## config.mk

```make
export PLATFORM = sky130hd
export DESIGN_NAME = iommu_wsi_gateway
export DESIGN_NICKNAME = d
export VERILOG_FILES = /design/src/rtl/iommu_wsi_gateway.sv
export SDC_FILE = /design/constraint.sdc
export NUM_CORES = 1
export LEC_CHECK = 0
export BUFFER_PORTS_ARGS = -buffer_cell sky130_fd_sc_hd__buf_2
export CAP_MARGIN = 20
export CELL_PAD_IN_SITES_DETAIL_PLACEMENT = 1
export CELL_PAD_IN_SITES_GLOBAL_PLACEMENT = 2
export CORE_MARGIN = 4
export CORE_UTILIZATION = 31
export CTS_CLUSTER_DIAMETER = 100
export DETAILED_ROUTE_END_ITERATION = 10
export PLACE_DENSITY = 0.76
export SLEW_MARGIN = 20
export SYNTH_ARGS = -nofsm -noshare
export SYNTH_HDL_FRONTEND = slang
export SYNTH_SLANG_ARGS = --single-unit
```

## constraint.sdc

```tcl
create_clock -name clk_i -period 3.2 [get_ports clk_i]
set_clock_uncertainty 0.1 [all_clocks]
set_input_delay 0.16 -clock clk_i [delete_from_list [all_inputs] [get_ports clk_i]]
set_output_delay 0.16 -clock clk_i [all_outputs]
set_load 0.05 [all_outputs]
```

## src/rtl/iommu_wsi_gateway.sv

```systemverilog
// rtl/iommu_wsi_gateway.sv - IOMMU wire-signaled interrupt gateway with claim/complete handshake
//
// Ports:
//   clk_i, rst_i          clock, synchronous active-high reset
//   wsi_wires_i[N_SRC]    level-sensitive WSI wires from the IOMMU
//   enable_i[N_SRC]       per-source enable (gates irq and arbitration, not capture)
//   claim_req_i           single-cycle claim strobe
//   claim_valid_o         one-cycle claim response pulse
//   claim_id_o            claimed ID (source index + 1, 0 = nothing pending), held between claims
//   complete_req_i        completion strobe
//   complete_id_i         ID being completed
//   pending_o[N_SRC]      per-source PENDING state
//   irq_o                 interrupt request to the hart
//
// Build option: define IOMMU_WSI_SYNC_EN to add a 2-flop synchronizer on each wire
// (wire->pending latency becomes 3 cycles instead of 1).

module iommu_wsi_gateway #(
    parameter int N_SRC = 16,
    parameter int ID_W  = $clog2(N_SRC) + 1
) (
    input  logic             clk_i,
    input  logic             rst_i,
    input  logic [N_SRC-1:0] wsi_wires_i,
    input  logic [N_SRC-1:0] enable_i,
    input  logic             claim_req_i,
    output logic             claim_valid_o,
    output logic [ID_W-1:0]  claim_id_o,
    input  logic             complete_req_i,
    input  logic [ID_W-1:0]  complete_id_i,
    output logic [N_SRC-1:0] pending_o,
    output logic             irq_o
);

    typedef enum logic [1:0] {
        S_IDLE       = 2'b00,
        S_PENDING    = 2'b01,
        S_IN_SERVICE = 2'b10
    } src_state_t;

    src_state_t        state_q [N_SRC];
    src_state_t        state_d [N_SRC];
    logic [N_SRC-1:0]  wires_s;
    logic [N_SRC-1:0]  eligible;
    logic [N_SRC-1:0]  pend_next;
    logic              sel_found;
    logic [ID_W-1:0]   sel_idx;

`ifdef IOMMU_WSI_SYNC_EN
    logic [N_SRC-1:0] sync1_q;
    logic [N_SRC-1:0] sync2_q;

    always_ff @(posedge clk_i) begin
        if (rst_i) begin
            sync1_q <= '0;
            sync2_q <= '0;
        end else begin
            sync1_q <= wsi_wires_i;
            sync2_q <= sync1_q;
        end
    end

    assign wires_s = sync2_q;
`else
    // Wires are assumed synchronous to clk_i in this build.
    assign wires_s = wsi_wires_i;
`endif

    // Arbitration uses only the pre-edge state, so a source that becomes
    // PENDING (or leaves IN_SERVICE) at this edge cannot win this claim.
    always_comb begin
        eligible = '0;
        for (int i = 0; i < N_SRC; i++) begin
            eligible[i] = (state_q[i] == S_PENDING) && enable_i[i];
        end
    end

    // Scan high to low so the lowest eligible index is the last one written.
    always_comb begin
        sel_found = 1'b0;
        sel_idx   = '0;
        for (int i = N_SRC - 1; i >= 0; i--) begin
            if (eligible[i]) begin
                sel_found = 1'b1;
                sel_idx   = ID_W'(i);
            end
        end
    end

    always_comb begin
        pend_next = '0;
        for (int i = 0; i < N_SRC; i++) begin
            state_d[i] = state_q[i];
            case (state_q[i])
                S_IDLE: begin
                    if (wires_s[i]) begin
                        state_d[i] = S_PENDING;
                    end
                end
                S_PENDING: begin
                    if (claim_req_i && sel_found && (sel_idx == ID_W'(i))) begin
                        state_d[i] = S_IN_SERVICE;
                    end
                end
                S_IN_SERVICE: begin
                    // Only an exact ID match completes; ID 0 and out-of-range IDs
                    // never match any source index + 1.
                    if (complete_req_i && (complete_id_i == ID_W'(i + 1))) begin
                        state_d[i] = S_IDLE;
                    end
                end
                default: state_d[i] = S_IDLE;
            endcase
            pend_next[i] = (state_d[i] == S_PENDING);
        end
    end

    always_ff @(posedge clk_i) begin
        if (rst_i) begin
            for (int i = 0; i < N_SRC; i++) begin
                state_q[i] <= S_IDLE;
            end
            pending_o     <= '0;
            irq_o         <= 1'b0;
            claim_valid_o <= 1'b0;
            claim_id_o    <= '0;
        end else begin
            for (int i = 0; i < N_SRC; i++) begin
                state_q[i] <= state_d[i];
            end
            pending_o     <= pend_next;
            irq_o         <= |(pend_next & enable_i);
            claim_valid_o <= claim_req_i;
            if (claim_req_i) begin
                claim_id_o <= sel_found ? (sel_idx + ID_W'(1)) : '0;
            end
        end
    end

endmodule

```

==> results.txt <==
The die footprint is ~10000 um2. The count of nets left with antenna violations once routing finished came out at 0. The post-synthesis area per instance is 8.363 um2. From synthesis to final layout, the design area changed by 23.73%. The total count of hold-check failures in the final report came to 0. The clock-pin slew of the registers on the worst-case setup and hold paths came out at around 0.10 ns. The total I/O pin count is 64.

The number of nets in the final layout came out at 448. The weighted congestion at the end of routability-driven global placement came out at 0.9403. The CTS tree is yes. For this design, the slowest cell found on the critical path is dfxtp_2. At the pin with the least slew margin, the transition time is roughly 1 ns. The overall routing resource usage is 17.74%.

The total number of vias came out at 2785. The prevailing post-synth register cell is dfxtp_1. The sequential cell area came out at 1105 um2.

The share of the synthesized area in the top cell type is 40.39%. The total instance count after detailed placement came out at between 400 and 500. In the post-synthesis netlist, the biggest area contributors are dfxtp_1 (40%), nor2_1 (7.8%), nand3b_1 (6.1%), a21oi_1 (4.2%), nand2_1 (3.6%). The post-route minimum period came out at 3.021 ns. The number of DRC violations after detailed routing is 0. The kind of cell with the highest combined delay on the critical path is simple AND/OR/NAND/NOR gates. The core box area came out at between 8000 and 9000 um2.

The final number of setup-violating endpoints came out at 0. The average routed wire per standard cell is between 15 and 20 um. The biggest cell delay along the critical path came out at 0.36 ns. After layout, the worst path uses 94.40% of the clock period. The width of the chip came out at 101.8 um.

The initialized floorplan defines 33 standard-cell rows. The die height came out at between 100 and 150 um. In the synthesized netlist the async set-or-reset flop fraction comes to 0%.

The count of unique library cells instantiated by Yosys is 51. The via count of the first global-routing pass came to 2762. The post-placement cell area is about 3200 um2. The aggregate routed wire length came out at 8.962 mm. The final global-route overflow total is 0.

The total standard cell area after synthesis came out at 2726 um2. Among the stages of the critical path, the cell type that occurs most often is a31oi_1. The critical path is of the reg2reg type.

The maximum resistive drop on vdd is around 170 uV. For this design the static power due to leakage is 1.406 nW. Counting flops with a built-in enable in the synthesized netlist gives 0. For the worst setup path, the data required time is approximately 3.3 ns. The count of TritonRoute iterations in the first routing pass is 4. STA classifies the critical path startpoint as a flip-flop. The maximum level of the CTS H-tree came out at 2. The clock root buffer master is clkbuf_8. The fraction of layout cells with a size suffix above 1 came out at 26.87%. Entering global routing, the biggest net connects 56 pins. The violation count after the first detailed-route iteration came out at 115. The number of antenna violations at the first check in global routing is 0. Dividing the detail-routed via count by the number of cells gives 5.493. The CTS buffer count is 5.

The worst-path maximum fanout is 5. The count of antenna diodes in the layout is 0. The count of clock tree sinks is 55. The longest clock path from root to sink contains 2 buffers.

The arrival time of the worst setup path is about 3 ns. The worst pin sits at a relative slew slack of 35.11%. The first-pass GRT wire length is 14.30 mm. The number of max-cap violations is 0. The peak clock frequency supported by timing is 331.1 MHz. The post-synthesis net count came out at 371. The post-synthesis instance total is around 330. The total of buffers placed on input and output ports is 63. The largest total area in the synthesized netlist belongs to dfxtp_1. The final standard cell count with taps included and fillers excluded came out at 507. The layout has slightly above 1000 filler cells. After legalization and detailed placement, the total HPWL measured 7.018 mm. Summing all multi-input logic gate instances after layout gives 1603 um2.

The synthesized design contains 55 register bits. The final standard cell area without fillers is 3373 um2. The source-to-sink clock delay at the later pin of the worst-skew pair came out at 0.31 ns. The run finished with clean final reports. The combined buffer and inverter count along the critical path is 0. Across all hold checks on the routed design, the worst slack comes to ~0.073 ns. The worst setup path is captured at a flip-flop. The critical path goes through nand3b_1, nand2_1, nand3_1, a31oi_1, o21ai_1, a31oi_1, ha_2, and2_1, a211oi_2, a22oi_2, and4_1, nand4_1, nor4_2, a41oi_1. The total of warnings raised by yosys came out at 0.

After synthesis, flip-flops and latches occupy 40.39% of the total area. The number of pins exceeding their max-slew limit in the final report is 0. The power density normalized to cell area is 462.4 nW/um2.

The tightest min-delay check is of the in2reg type. Once the floorplan was initialized, standard cells occupied ~33% of the core. The post-route core utilization is 40.24%.
==> layout by cell type (no fill, tap or decap), types with 2 or more instances in the layout <==
cell type,instances
o21ai_0,6
mux2i_1,3
and3b_1,6
a311oi_1,3
and4_1,2
and3_1,6
o21bai_1,2
a21oi_1,22
buf_4,16
nor4_1,10
a31oi_1,7
o22ai_1,2
nand3_1,5
nand2_1,26
and3_4,2
dfxtp_2,3
nor4bb_1,2
a41oi_1,4
nor3_1,10
nand3b_1,22
clkbuf_8,5
buf_2,63
dfxtp_1,52
and2_1,2
nor2_1,57
a2111oi_0,8
inv_1,7
nor2b_1,5
nand4_1,8
ha_1,3
==> cell usage after synthesis, types with 2 or more instances <==
cell / instances
nor2_1: 57
dfxtp_1: 55
a211oi_1: 2
nor4_1: 11
and4_1: 2
nand3_1: 5
nor2b_1: 5
nor3b_1: 2
nand2_1: 26
nand4_1: 8
a21oi_1: 23
and3b_1: 6
nor4bb_1: 2
nor3_1: 10
a41oi_1: 4
a2111oi_0: 8
a311oi_1: 3
inv_1: 7
o22ai_1: 2
nand3b_1: 22
o21ai_0: 7
a31oi_1: 7
o21bai_1: 2
and2_1: 3
clkbuf_1: 8
and3_1: 8
a22oi_1: 2
ha_1: 4
mux2i_1: 3
==> metrics by stage <==
| step | power, mW | setup TNS (ns) | setup slack, ns |
|---|---|---|---|
| after global placement | 1.185 | 0 | 0.1298 |
| after CTS | 1.570 | 0 | 0.005583 |
| after floorplan | 1.046 | 0 | 0.3898 |
| after global routing | 1.654 | -0.02011 | -0.02011 |
| after detailed placement | 1.188 | -0.06801 | -0.06801 |
| final | 1.560 | 0 | 0.1793 |
==> path summary, 6_finish.rpt <==
| check | start | endpoint | slack, ns | cells past startpoint |
|---|---|---|---|---|
| worst max-delay path | state_q[1][15] | irq_o | 0.18 | 14 |
| worst min-delay path | wsi_wires_i[10] | pending_o[10] | 0.07 | 3 |
| worst max register to register | state_q[1][15] | irq_o | 0.18 | 14 |
| worst min register to register | claim_id_o[0] | claim_id_o[0] | 0.36 | 2 |
==> state kept, by name, indices dropped and copies added (netlist names) <==
register and count:
claim_id_o 5, irq_o 1, state_q 32, claim_valid_o 1
pending_o 16
==> worst register-to-register path, cell delays in order (launching register included) <==
cell      delay, ns
dfxtp_2        0.36
nand3b_1       0.20
nand2_1        0.10
nand3_1        0.08
a31oi_1        0.19
o21ai_1        0.10
a31oi_1        0.30
ha_2           0.26
and2_1         0.17
a211oi_2       0.09
a22oi_2        0.24
and4_1         0.21
nand4_1        0.12
nor4_2         0.19
a41oi_1        0.14
==> power breakdown <==
| group | switching (mW) | internal (mW) |
|---|---|---|
| Combinational | 0.289 | 0.150 |
| Clock | 0.219 | 0.147 |
| Sequential | 0.0276 | 0.727 |
==> layout make-up <==
| cell class | count | area share (%) |
|---|---|---|
| inverter | 7 | 0.7789 |
| timing repair buffer | 79 | 12.91 |
| tap | 105 | 3.895 |
| multi-input combinational | 255 | 47.51 |
| clock buffer | 6 | 2.151 |
| sequential | 55 | 32.75 |
==> repair_timing <==
action / 4_1_cts / 5_1_grt
resized for setup: 2 / 13
setup buffers: 1 / 4
hold buffers: 0 / 0
endpoints found under the hold margin: 0 / 0
pin swaps: 2 / 6
endpoints found under the setup margin: 1 / 1
cloned: 0 / 0
==> cells by family (layout without fill, tap and decap cells) <==
logic type	after synthesis	count (layout)	synth area share, %
flip-flops	55	55	40.39
buffers and inverters	16	92	2.478
AO/OA/AOI/OAI	67	67	16.98
adder cells (fa/ha/maj)	4	4	1.836
multiplexers	3	3	1.101
AND/OR/NAND/NOR	181	181	37.22
==> routing by layer <==
| metal | vias up | part of all wire, % | global-route usage (%) |
|---|---|---|---|
| met5 | - | 0 | 0 |
| met4 | 0 | 0.91 | 3.988 |
| met3 | 7 | 3.9 | 3.375 |
| met2 | 48 | 47 | 28.97 |
| met1 | 1360 | 48 | 24.27 |
| li1 | 1370 | - | - |
No activity file was read; power rests on OpenSTA's default activity.
